[config.mk]
export PLATFORM = sky130hd
export DESIGN_NAME = draw_sprite_engine
export DESIGN_NICKNAME = d
export VERILOG_FILES = /design/src/rtl/draw_sprite_engine_pkg.sv /design/src/rtl/draw_sprite_engine_pixel_pipe.sv /design/src/rtl/draw_sprite_engine.sv
export SDC_FILE = /design/constraint.sdc
export NUM_CORES = 1
export LEC_CHECK = 0
export ABC_AREA = 1
export CAP_MARGIN = 20
export CORE_ASPECT_RATIO = 1.5
export CORE_MARGIN = 2
export CORE_UTILIZATION = 40
export DETAILED_ROUTE_END_ITERATION = 7
export PLACE_DENSITY_LB_ADDON = 0.3
export SLEW_MARGIN = 25
export SYNTH_ARGS = -nofsm -noshare
export SYNTH_HDL_FRONTEND = slang
export SYNTH_HIERARCHICAL = 1
export SYNTH_SLANG_ARGS = --single-unit
[constraint.sdc]
create_clock -name clock -period 1.7 [get_ports clock]
set_clock_uncertainty 0.1 [all_clocks]
set_input_delay 0.34 -clock clock [delete_from_list [all_inputs] [get_ports clock]]
set_output_delay 0.34 -clock clock [all_outputs]
set_load 0.01 [all_outputs]
[src/rtl/draw_sprite_engine_pkg.sv]
// Purpose: shared constants, state encoding and pixel tag type for the sprite draw engines.
// Latency: n/a (declarations only).
// Backpressure: n/a.
package draw_sprite_engine_pkg;

  localparam int SPRITE_DIM = 16;
  localparam int SCREEN_W   = 320;
  localparam int SCREEN_H   = 240;

  // Colour key: ROM entries with this value are never plotted.
  localparam logic [8:0] TRANSPARENT = 9'b111_000_111;

  typedef enum logic [1:0] {
    S_IDLE,
    S_DRAW,
    S_FLUSH,
    S_DONE
  } draw_state_t;

  // Position of one sprite pixel travelling down the pixel pipeline.
  typedef struct packed {
    logic       vld;
    logic [3:0] row;
    logic [3:0] col;
  } pix_tag_t;

endpackage

[src/rtl/draw_sprite_engine_pixel_pipe.sv]
// Purpose: delays the pixel tag to meet ROM data, forms screen coordinates and qualifies the plot.
// Latency: 2 cycles from tag in to registered vga_* outputs.
// Backpressure: none; abort kills the in-flight slot and forces vga_plot low on the next edge.
// Ports: clock/reset; pix (tag of the address issued this cycle); abort; base_x/base_y (latched
//        sprite origin); rom_data (colour, valid one cycle after the address); vga_x/vga_y/
//        vga_colour/vga_plot (registered plot request).
module sprite_pixel_pipe
  import draw_sprite_engine_pkg::*;
(
  input  logic       clock,
  input  logic       reset,
  input  pix_tag_t   pix,
  input  logic       abort,
  input  logic [8:0] base_x,
  input  logic [7:0] base_y,
  input  logic [8:0] rom_data,
  output logic [8:0] vga_x,
  output logic [7:0] vga_y,
  output logic [8:0] vga_colour,
  output logic       vga_plot
);

  pix_tag_t   stage1;
  logic [9:0] sum_x;
  logic [8:0] sum_y;
  logic       plot_next;

  // Sums are one bit wider than the screen coordinates so an off-screen
  // pixel is clipped rather than wrapping back onto the low edge.
  always_comb begin
    sum_x     = {1'b0, base_x} + {6'd0, stage1.col};
    sum_y     = {1'b0, base_y} + {5'd0, stage1.row};
    plot_next = stage1.vld && (rom_data != TRANSPARENT) &&
                (sum_x < 10'(SCREEN_W)) && (sum_y < 9'(SCREEN_H));
  end

  always_ff @(posedge clock or posedge reset) begin
    if (reset) begin
      stage1     <= '0;
      vga_x      <= '0;
      vga_y      <= '0;
      vga_colour <= '0;
      vga_plot   <= 1'b0;
    end else begin
      stage1     <= abort ? '0 : pix;
      vga_x      <= sum_x[8:0];
      vga_y      <= sum_y[7:0];
      vga_colour <= rom_data;
      vga_plot   <= abort ? 1'b0 : plot_next;
    end
  end

endmodule

[src/rtl/draw_sprite_engine.sv]
// Purpose: walks a 16x16 sprite ROM and emits clipped, colour-keyed plot requests at pos_x/pos_y.
// Latency: one pixel per cycle, pixel n plotted 2 cycles after its address; done 259 cycles after start.
// Backpressure: none; start is a 4-phase level request, dropping it mid-draw aborts without done.
// Ports: clock/reset; start (level request); pos_x/pos_y (origin, sampled when the draw begins);
//        rom_addr/rom_data (external synchronous ROM, 1-cycle read); vga_* (plot request); done.
module draw_sprite_engine
  import draw_sprite_engine_pkg::*;
(
  input  logic       clock,
  input  logic       reset,
  input  logic       start,
  input  logic [8:0] pos_x,
  input  logic [7:0] pos_y,
  output logic [7:0] rom_addr,
  input  logic [8:0] rom_data,
  output logic [8:0] vga_x,
  output logic [7:0] vga_y,
  output logic [8:0] vga_colour,
  output logic       vga_plot,
  output logic       done
);

  localparam logic [7:0] LAST_PIX = 8'(SPRITE_DIM * SPRITE_DIM - 1);

  draw_state_t state, state_nxt;
  logic [7:0]  counter;
  logic        flush_cnt;
  logic [8:0]  base_x;
  logic [7:0]  base_y;
  logic        abort;
  pix_tag_t    pix;

  always_comb begin
    state_nxt = state;
    abort     = 1'b0;
    unique case (state)
      S_IDLE:  if (start) state_nxt = S_DRAW;
      S_DRAW: begin
        if (!start) begin
          state_nxt = S_IDLE;
          abort     = 1'b1;
        end else if (counter == LAST_PIX) begin
          state_nxt = S_FLUSH;
        end
      end
      S_FLUSH: begin
        if (!start) begin
          state_nxt = S_IDLE;
          abort     = 1'b1;
        end else if (flush_cnt) begin
          state_nxt = S_DONE;
        end
      end
      S_DONE:  if (!start) state_nxt = S_IDLE;
      default: state_nxt = S_IDLE;
    endcase
  end

  always_ff @(posedge clock or posedge reset) begin
    if (reset) begin
      state     <= S_IDLE;
      counter   <= '0;
      flush_cnt <= 1'b0;
      base_x    <= '0;
      base_y    <= '0;
      done      <= 1'b0;
    end else begin
      state <= state_nxt;
      unique case (state)
        S_IDLE: begin
          if (start) begin
            base_x  <= pos_x;
            base_y  <= pos_y;
            counter <= '0;
          end
        end
        S_DRAW: begin
          counter   <= counter + 8'd1;
          flush_cnt <= 1'b0;
        end
        S_FLUSH: flush_cnt <= ~flush_cnt;
        default: ;
      endcase
      // Registered done: rises one cycle into S_DONE (259 cycles after the
      // start-sampling edge) and falls together with the return to S_IDLE.
      done <= (state == S_DONE) && (state_nxt == S_DONE);
    end
  end

  assign rom_addr = counter;

  // Only addresses issued while the request is still held are real pixels.
  assign pix = '{vld: (state == S_DRAW) && start, row: counter[7:4], col: counter[3:0]};

  sprite_pixel_pipe u_pipe (
    .clock      (clock),
    .reset      (reset),
    .pix        (pix),
    .abort      (abort),
    .base_x     (base_x),
    .base_y     (base_y),
    .rom_data   (rom_data),
    .vga_x      (vga_x),
    .vga_y      (vga_y),
    .vga_colour (vga_colour),
    .vga_plot   (vga_plot)
  );

endmodule
==> results.md, run 1 <==
* CTS tree: yes
* Crit path launch: base_y[0]
* Reg area at roughly 0.0016 mm²
* Seq/Total Area, Yosys at 53.9%
* Area of the mapped netlist at just over 0.003 mm²
* Static Leak at around 2.2 nW
* Post-Route WL at about 6600 µm
* Critical Path Sink: u_pipe/vga_plot
* H-tree levels at 3
* Simple-gate share of the synthesized area at ~24%
* Most frequent CP cell: nor2_2
* 1st-iter DRT viols at between 150 and 200
* Pint at 4.39 mW
* Critical-path cell list: ha_4 > fa_2 > nand3_2 > nand2_4 > xnor2_2 > nor2_1 > nand2_1 > nor2_2 > nor2_2
* Final hold vios at 0
* Peak Freq at about 570 MHz
* Chip Height at roughly 110 µm
* Antenna cells at 0
* CTS buffer count at 9
* Syn nets at between 300 and 400
* Die area at a little over 0.008 mm²
* Reg-to-reg startpoint: base_y[0]
* WP depth at 9
* DR WL/cell at roughly 12 µm
* NetSw at between 2 and 2.5 mW
* Non-filler instance count after layout at 535
* Crit-path max FO at 3
* RSZ-0062 raised after global routing: true
* Worst Path Class, Setup: register to register
* Seq pwr share at around 37%
* Final Slew Violations at 0
* Maxcap violations at 0
* Clk pwr share at ~28%
* Area of the multi-input gates at between 0.001 and 0.0015 mm²
* DRT Pass-1 Iters at 4
* Final GP Congestion at a little over 0.8
* Max-Slew Margin vs Limit at 84.1%
* Violated checks: setup timing
* Hold Path Class: input pin to asynchronous set/reset pin
* CP Capture Type: register
* First-pass GRT wire length at 11,000 µm
* Clock tree sinks at 65
* Setup TNS at -63.4 ps
* Final #Nets at 474
* Post-DRT Antenna Nets at 0
* Gr usage total at 17.5%
* Hold Buf Count CTS at 0
* Worst-Margin Slew at ~240 ps
* Initial antenna violation count at 0
* Yosys warning count at 6
* Compound-Gate Fraction of Synth Area at around 3.6%
* Status: complete, but fails checks
* VDD IR max at 0.000768 V
* Largest family of logic cells by synthesized area: simple AND/OR/NAND/NOR gates
* Effective utilization at floorplan at around two fifths
* CTS clk-pin slew, worst paths at approximately 70 ps
* Critical path launch point type: register
* # port buffers at 64
* Gate power share at 35.7%
* Min cycle time layout at around 1800 ps
* Clk_lat worst skew at around 340 ps
* FF-to-FF path depth at 9
* Crit path required time at 1840 ps
* FF-to-FF setup slack at -60 ps
* Xor/xnor cell area share of the yosys netlist at around 2.9%
* Fill cells at around 640
* Buf/Inv on CP at 0
* Fin crit share at 104%
* Drc violations at 0
* Switch share at about a third
* Cell total after placement at around 510
* Chip Width at between 70 and 80 µm
* Site Rows at 38
* Top delay family on crit path: adder cells
* IO Count at between 60 and 70
* Data arrival, critical path at roughly 1900 ps
* Syn Area/Cell at roughly 8.9 µm²
* Area of the core at 0.00727 mm²
* Crit-path max cell delay at 410 ps
* Worst R2R End: u_pipe/vga_plot
* DP Wirelength at roughly 4700 µm
* Setup Viol. Count Final at 2
* Total grt overflow at 0
* Largest net degree at the start of global routing at 37
* Setup WS post-layout at -62.1 ps
* CP max-delay cell: dfrtp_1
* Vias at 2,479
* Vias per cell at about 4.6
* Vias in the first global route at roughly 2,500
* Power Density at between 1500 and 2000 mW/mm²
* Mux contribution to synthesized area at 0%
* Layout cells sized above 1 at approximately 18%
* Root buffer cell: clkbuf_8
* Area growth syn-to-layout at 41.7%
* Mapped Cells at 340
* Synth Area in Adders at 6.71%
* Synth unique cells at 31
* Seq cells post-synth at 65
* Max Buffers Root-to-Sink at 2
-- layout make-up --
type,count,area share (%)
Sequential cell,65,38.1
Tap cell,100,2.92
Multi-Input combinational cell,217,28.2
Timing Repair Buffer,91,20.3
Clock inverter,5,2.92
Inverter,46,4.03
Clock buffer,11,3.54
-- power by group through the flow --
stage | Clock (mW) | Sequential (mW) | Combinational [mW]
after global placement | 0 | 2.41 | 2.15
after global routing | 1.88 | 2.44 | 2.58
after floorplan | 0 | 2.46 | 1.14
final | 1.77 | 2.38 | 2.31
after CTS | 1.82 | 2.38 | 2.25
after detailed placement | 0 | 2.42 | 2.18
-- metal layers --
metal	track usage, %	vias up	share of wire [%]
met1	19.7	1154	39
li1	-	1223	-
met3	4.11	19	5.3
met2	29.7	83	52
met5	0	-	0
met4	8.45	0	2.8
-- cells in the final DEF (no fill, tap or decap), types with 6 or more instances in the layout --
master           instances
nor2_1                  22
nand2_2                  9
nand3_1                 23
dlygate4sd2_1            8
inv_1                   41
ha_1                     8
dfrtp_1                 63
clkdlybuf4s50_1         56
buf_4                   24
xor2_1                   6
a21oi_1                  9
nand2_1                104
clkbuf_8                11
-- worst min path at each step --
stage	startpoint	to	slack, ps
2_1_floorplan	rom_data[0]	u_pipe/vga_colour[0]	270
3_3_place_gp	base_x[8]	base_x[8]	360
3_5_place_dp	u_pipe/stage1[0]	u_pipe/vga_x[0]	360
4_1_cts	reset	state[0]	180
5_1_grt	reset	state[0]	200
6_report	reset	state[0]	190
-- registers in the layout, indices dropped and copies added (netlist names) --
| name | cells |
|---|---|
| done | 1 |
| base_x | 9 |
| u_pipe/vga_colour | 9 |
| state | 2 |
| u_pipe/stage1 | 9 |
| base_y | 8 |
| rom_addr | 8 |
| u_pipe/vga_plot | 1 |
| flush_cnt | 1 |
| u_pipe/vga_x | 9 |
| u_pipe/vga_y | 8 |
-- synthesized netlist by cell type (all sizes together) --
cell,n,share of area [%]
clkinv,1,0.12
o21ai,5,0.83
nor2,26,3.6
nand4,1,0.21
o22ai,1,0.21
xnor2,2,0.58
ha,13,5.4
xor2,7,2.3
a31o,1,0.29
nand3,25,4.3
buf,11,2.7
nand3b,1,0.25
clkbuf,1,0.12
dfrtp,65,54
a21oi,11,1.8
a31oi,1,0.21
a21boi,1,0.25
fa,2,1.3
inv,45,5.6
nor3b,2,0.50
nor3,3,0.50
nand2,115,15
-- through the flow --
stage | setup WS (ps) | power [mW] | hold slack (ps) | cell area (µm²) | utilization, %
global placement | -28.4 | 4.56 | 364 | 3890 | 53.5
global route | -167 | 6.90 | 196 | 4280 | 58.8
finish | -62.1 | 6.46 | 193 | 4280 | 58.8
detailed placement | -104 | 4.60 | 361 | 3890 | 53.5
floorplan | 6.37 | 3.59 | 271 | 3030 | -
CTS | -39.5 | 6.44 | 177 | 4210 | 57.8
-- cells by family after synthesis --
kind of cell | count (synthesis)
DFF | 65
adders and majority gates | 15
and+or+nand+nor | 173
buffers and inverters | 58
xor gates and xnor gates | 9
AOI/OAI and AO/OA | 20
-- repair_timing --
| item | CTS | global route |
|---|---|---|
| resized for setup | 14 | 12 |
| endpoints found under the setup margin | 10 | 13 |
| pin swaps | 0 | 9 |
| buffers inserted | 5 | 3 |
Note: power is estimated with default switching activity, not from simulation.
==> run 2, diff against run 1 <==
Settings changed: GPL_TIMING_DRIVEN set to 0.
==> results.md, run 2 (synthesis results as in run 1) <==
* DR WL/cell at 11.9 µm (-3.1%)
* Final GP Congestion at 0.824 (-0.97%)
* Status: complete, but fails checks
* Worst-Margin Slew at 733 ps (+494 ps)
* Fin crit share at 107% (+2.9 points)
* Setup WS post-layout at -112 ps (-49.4 ps)
* Gr usage total at 16.8% (-0.65 points)
* 1st-iter DRT viols at 99 (-40%)
* Die area at 0.00828 mm² (unchanged)
* Fill cells at 629 (-1.6%)
* H-tree levels at 3 (unchanged)
* First-pass GRT wire length at 10,800 µm (-2.3%)
* Layout cells sized above 1 at 18.8% (+0.88 points)
* Initial antenna violation count at 0 (unchanged)
* Maxcap violations at 0 (unchanged)
* Vias in the first global route at 2,441 (-1.6%)
* Clk_lat worst skew at 330 ps (about the same)
* Data arrival, critical path at 1940 ps (+40 ps)
* Peak Freq at 552 MHz (-2.7%)
* Area growth syn-to-layout at 39.4%
* Crit-path max cell delay at 420 ps (about the same)
* Crit path required time at 1830 ps (about the same)
* Final hold vios at 0 (unchanged)
* Hold Buf Count CTS at 0 (unchanged)
* Power Density at 1410 mW/mm² (-6.5%)
* Min cycle time layout at 1810 ps (+49.4 ps)
* Most common cell after layout, fill and taps aside: nand2_1
* Drc violations at 0 (unchanged)
* CP Capture Type: register
* CP max-delay cell: dfrtp_1
* Most frequent CP cell: nor2_2
* Worst Path Class, Setup: register to register
* Final #Nets at 476 (+0.42%)
* Site Rows at 38 (unchanged)
* Root buffer cell: clkbuf_8
* DRT Pass-1 Iters at 4 (unchanged)
* Area of the core at 0.00727 mm² (unchanged)
* Final Slew Violations at 0 (unchanged)
* Critical-path cell list: ha_4 > fa_2 > nand3_2 > nand2_4 > xnor2_2 > nor2_1 > nand2_1 > nor2_2 > nor2_2
* Crit-path max FO at 2 (-1)
* Antenna cells at 0 (unchanged)
* Static Leak at 2.18 nW (-1.3%)
* Fin util at 57.9% (-0.95 points)
* Post-Route WL at 6370 µm (-2.9%)
* Chip Width at 75.0 µm (unchanged)
* IO Count at 65 (unchanged)
* Setup Viol. Count Final at 1 (-1)
* Total grt overflow at 0 (unchanged)
* CTS buffer count at 9 (unchanged)
* Effective utilization at floorplan at 41.5% (unchanged)
* Max-Slew Margin vs Limit at 51.1% (-33 points)
* Violated checks: setup timing
* CTS tree: yes
* Post-DRT Antenna Nets at 0 (unchanged)
* Reg area at 0.00163 mm² (+0.15%)
* Most frequent cells in the layout: nand2_1 (103), dfrtp_1 (61), clkdlybuf4s50_1 (56), inv_1 (39), buf_4 (24)
* Final hold slack at 363 ps (+170 ps)
* Max Buffers Root-to-Sink at 2 (unchanged)
* RSZ-0062 raised after global routing: true
* Clock tree sinks at 65 (unchanged)
* Vias per cell at 4.55 (-1.8%)
* Chip Height at 110 µm (unchanged)
* DP Wirelength at 4400 µm (-6.9%)
* VDD IR max at 0.000799 V (+4.1%)
* Area of the multi-input gates at 0.00125 mm² (+3.9%)
* Largest net degree at the start of global routing at 37 (unchanged)
* Hold Path Class: input pin to asynchronous set/reset pin
* Critical path launch point type: register
* # port buffers at 64 (unchanged)
* CTS clk-pin slew, worst paths at 70 ps (about the same)
* Vias at 2,440 (-1.6%)
-- run 2: cell types whose count changed in the layout (fill, tap and decap cells not counted), sizes merged --
cell / change
bufinv: -3
clkinv: +2
buf: +1
clkbuf: +1
-- run 2: layer usage --
metal / GRT usage [%] / routed length, µm / vias up
met5: 0 / 0 / -
met2: 29.9 / 3390 / 64
met3: 4.20 / 312 / 10
met1: 19.0 / 2570 / 1141
li1: - / - / 1225
met4: 5.24 / 94 / 0
-- run 2: worst max-delay path: cells and delay by family (launching register included) --
| kind | cells | cell delay [ps] |
|---|---|---|
| flip-flops | 1 | 420 |
| XOR/XNOR | 1 | 140 |
| AND/OR/NAND/NOR | 6 | 490 |
| adder cells (fa/ha/maj) | 2 | 550 |
-- run 2: layout make-up --
cell class / instances / area share [%]
clock inverters: 4 / 1.07
multi-input cells: 217 / 29.8
plain buffers: 12 / 2.05
flip-flops and latches: 65 / 38.7
inverters: 46 / 4.19
repair buffers: 81 / 18.1
clock buffers: 11 / 3.12
well taps: 100 / 2.97
-- run 2: what timing repair did --
| item | 4_1_cts | 5_1_grt |
|---|---|---|
| pin swaps | 0 | 10 |
| endpoints found under the setup margin | 27 | 4 |
| setup buffers | 8 | 9 |
| resized for setup | 20 | 17 |
| endpoints found under the hold margin | 0 | 0 |
-- run 2: final timing paths --
| check | end | from | depth (start not counted) | slack (ps) |
|---|---|---|---|---|
| max in group asynchronous | u_pipe/stage1[7] | reset | 2 | 620 |
| worst max-delay path | u_pipe/vga_plot | base_y[0] | 9 | -110 |
| worst max register to register | u_pipe/vga_plot | base_y[0] | 9 | -110 |
| worst min register to register | base_y[3] | base_y[3] | 2 | 390 |
| min in group clock | u_pipe/vga_colour[1] | rom_data[1] | 1 | 370 |
| worst min-delay path | state[0] | reset | 2 | 360 |
-- run 2: power breakdown --
group	switching (mW)	total (mW)	leakage, nW	internal [mW]
clock	0.556	1.22	0.0929	0.663
sequential	0.361	2.41	0.817	2.05
combinational	1.16	2.32	1.27	1.16
total	2.08	5.95	2.18	3.87
-- run 2: metrics by stage --
stage	total power, mW	instances	instance area, µm²	setup TNS [ps]	setup slack [ps]
floorplan	3.59	340	3030	0	6.37
global placement	4.41	504	3790	-22990	-403
detailed placement	4.47	504	3790	-3200	-285
CTS	5.76	527	4050	-111	-111
global route	6.43	536	4210	-357	-217
finish	5.95	536	4210	-112	-112
==> run 3, diff against run 2 <==
Settings changed: TNS_END_PERCENT set to 100.
==> results of run 3 <==
The final DEF is identical to that of run 2; final timing and power are the same.
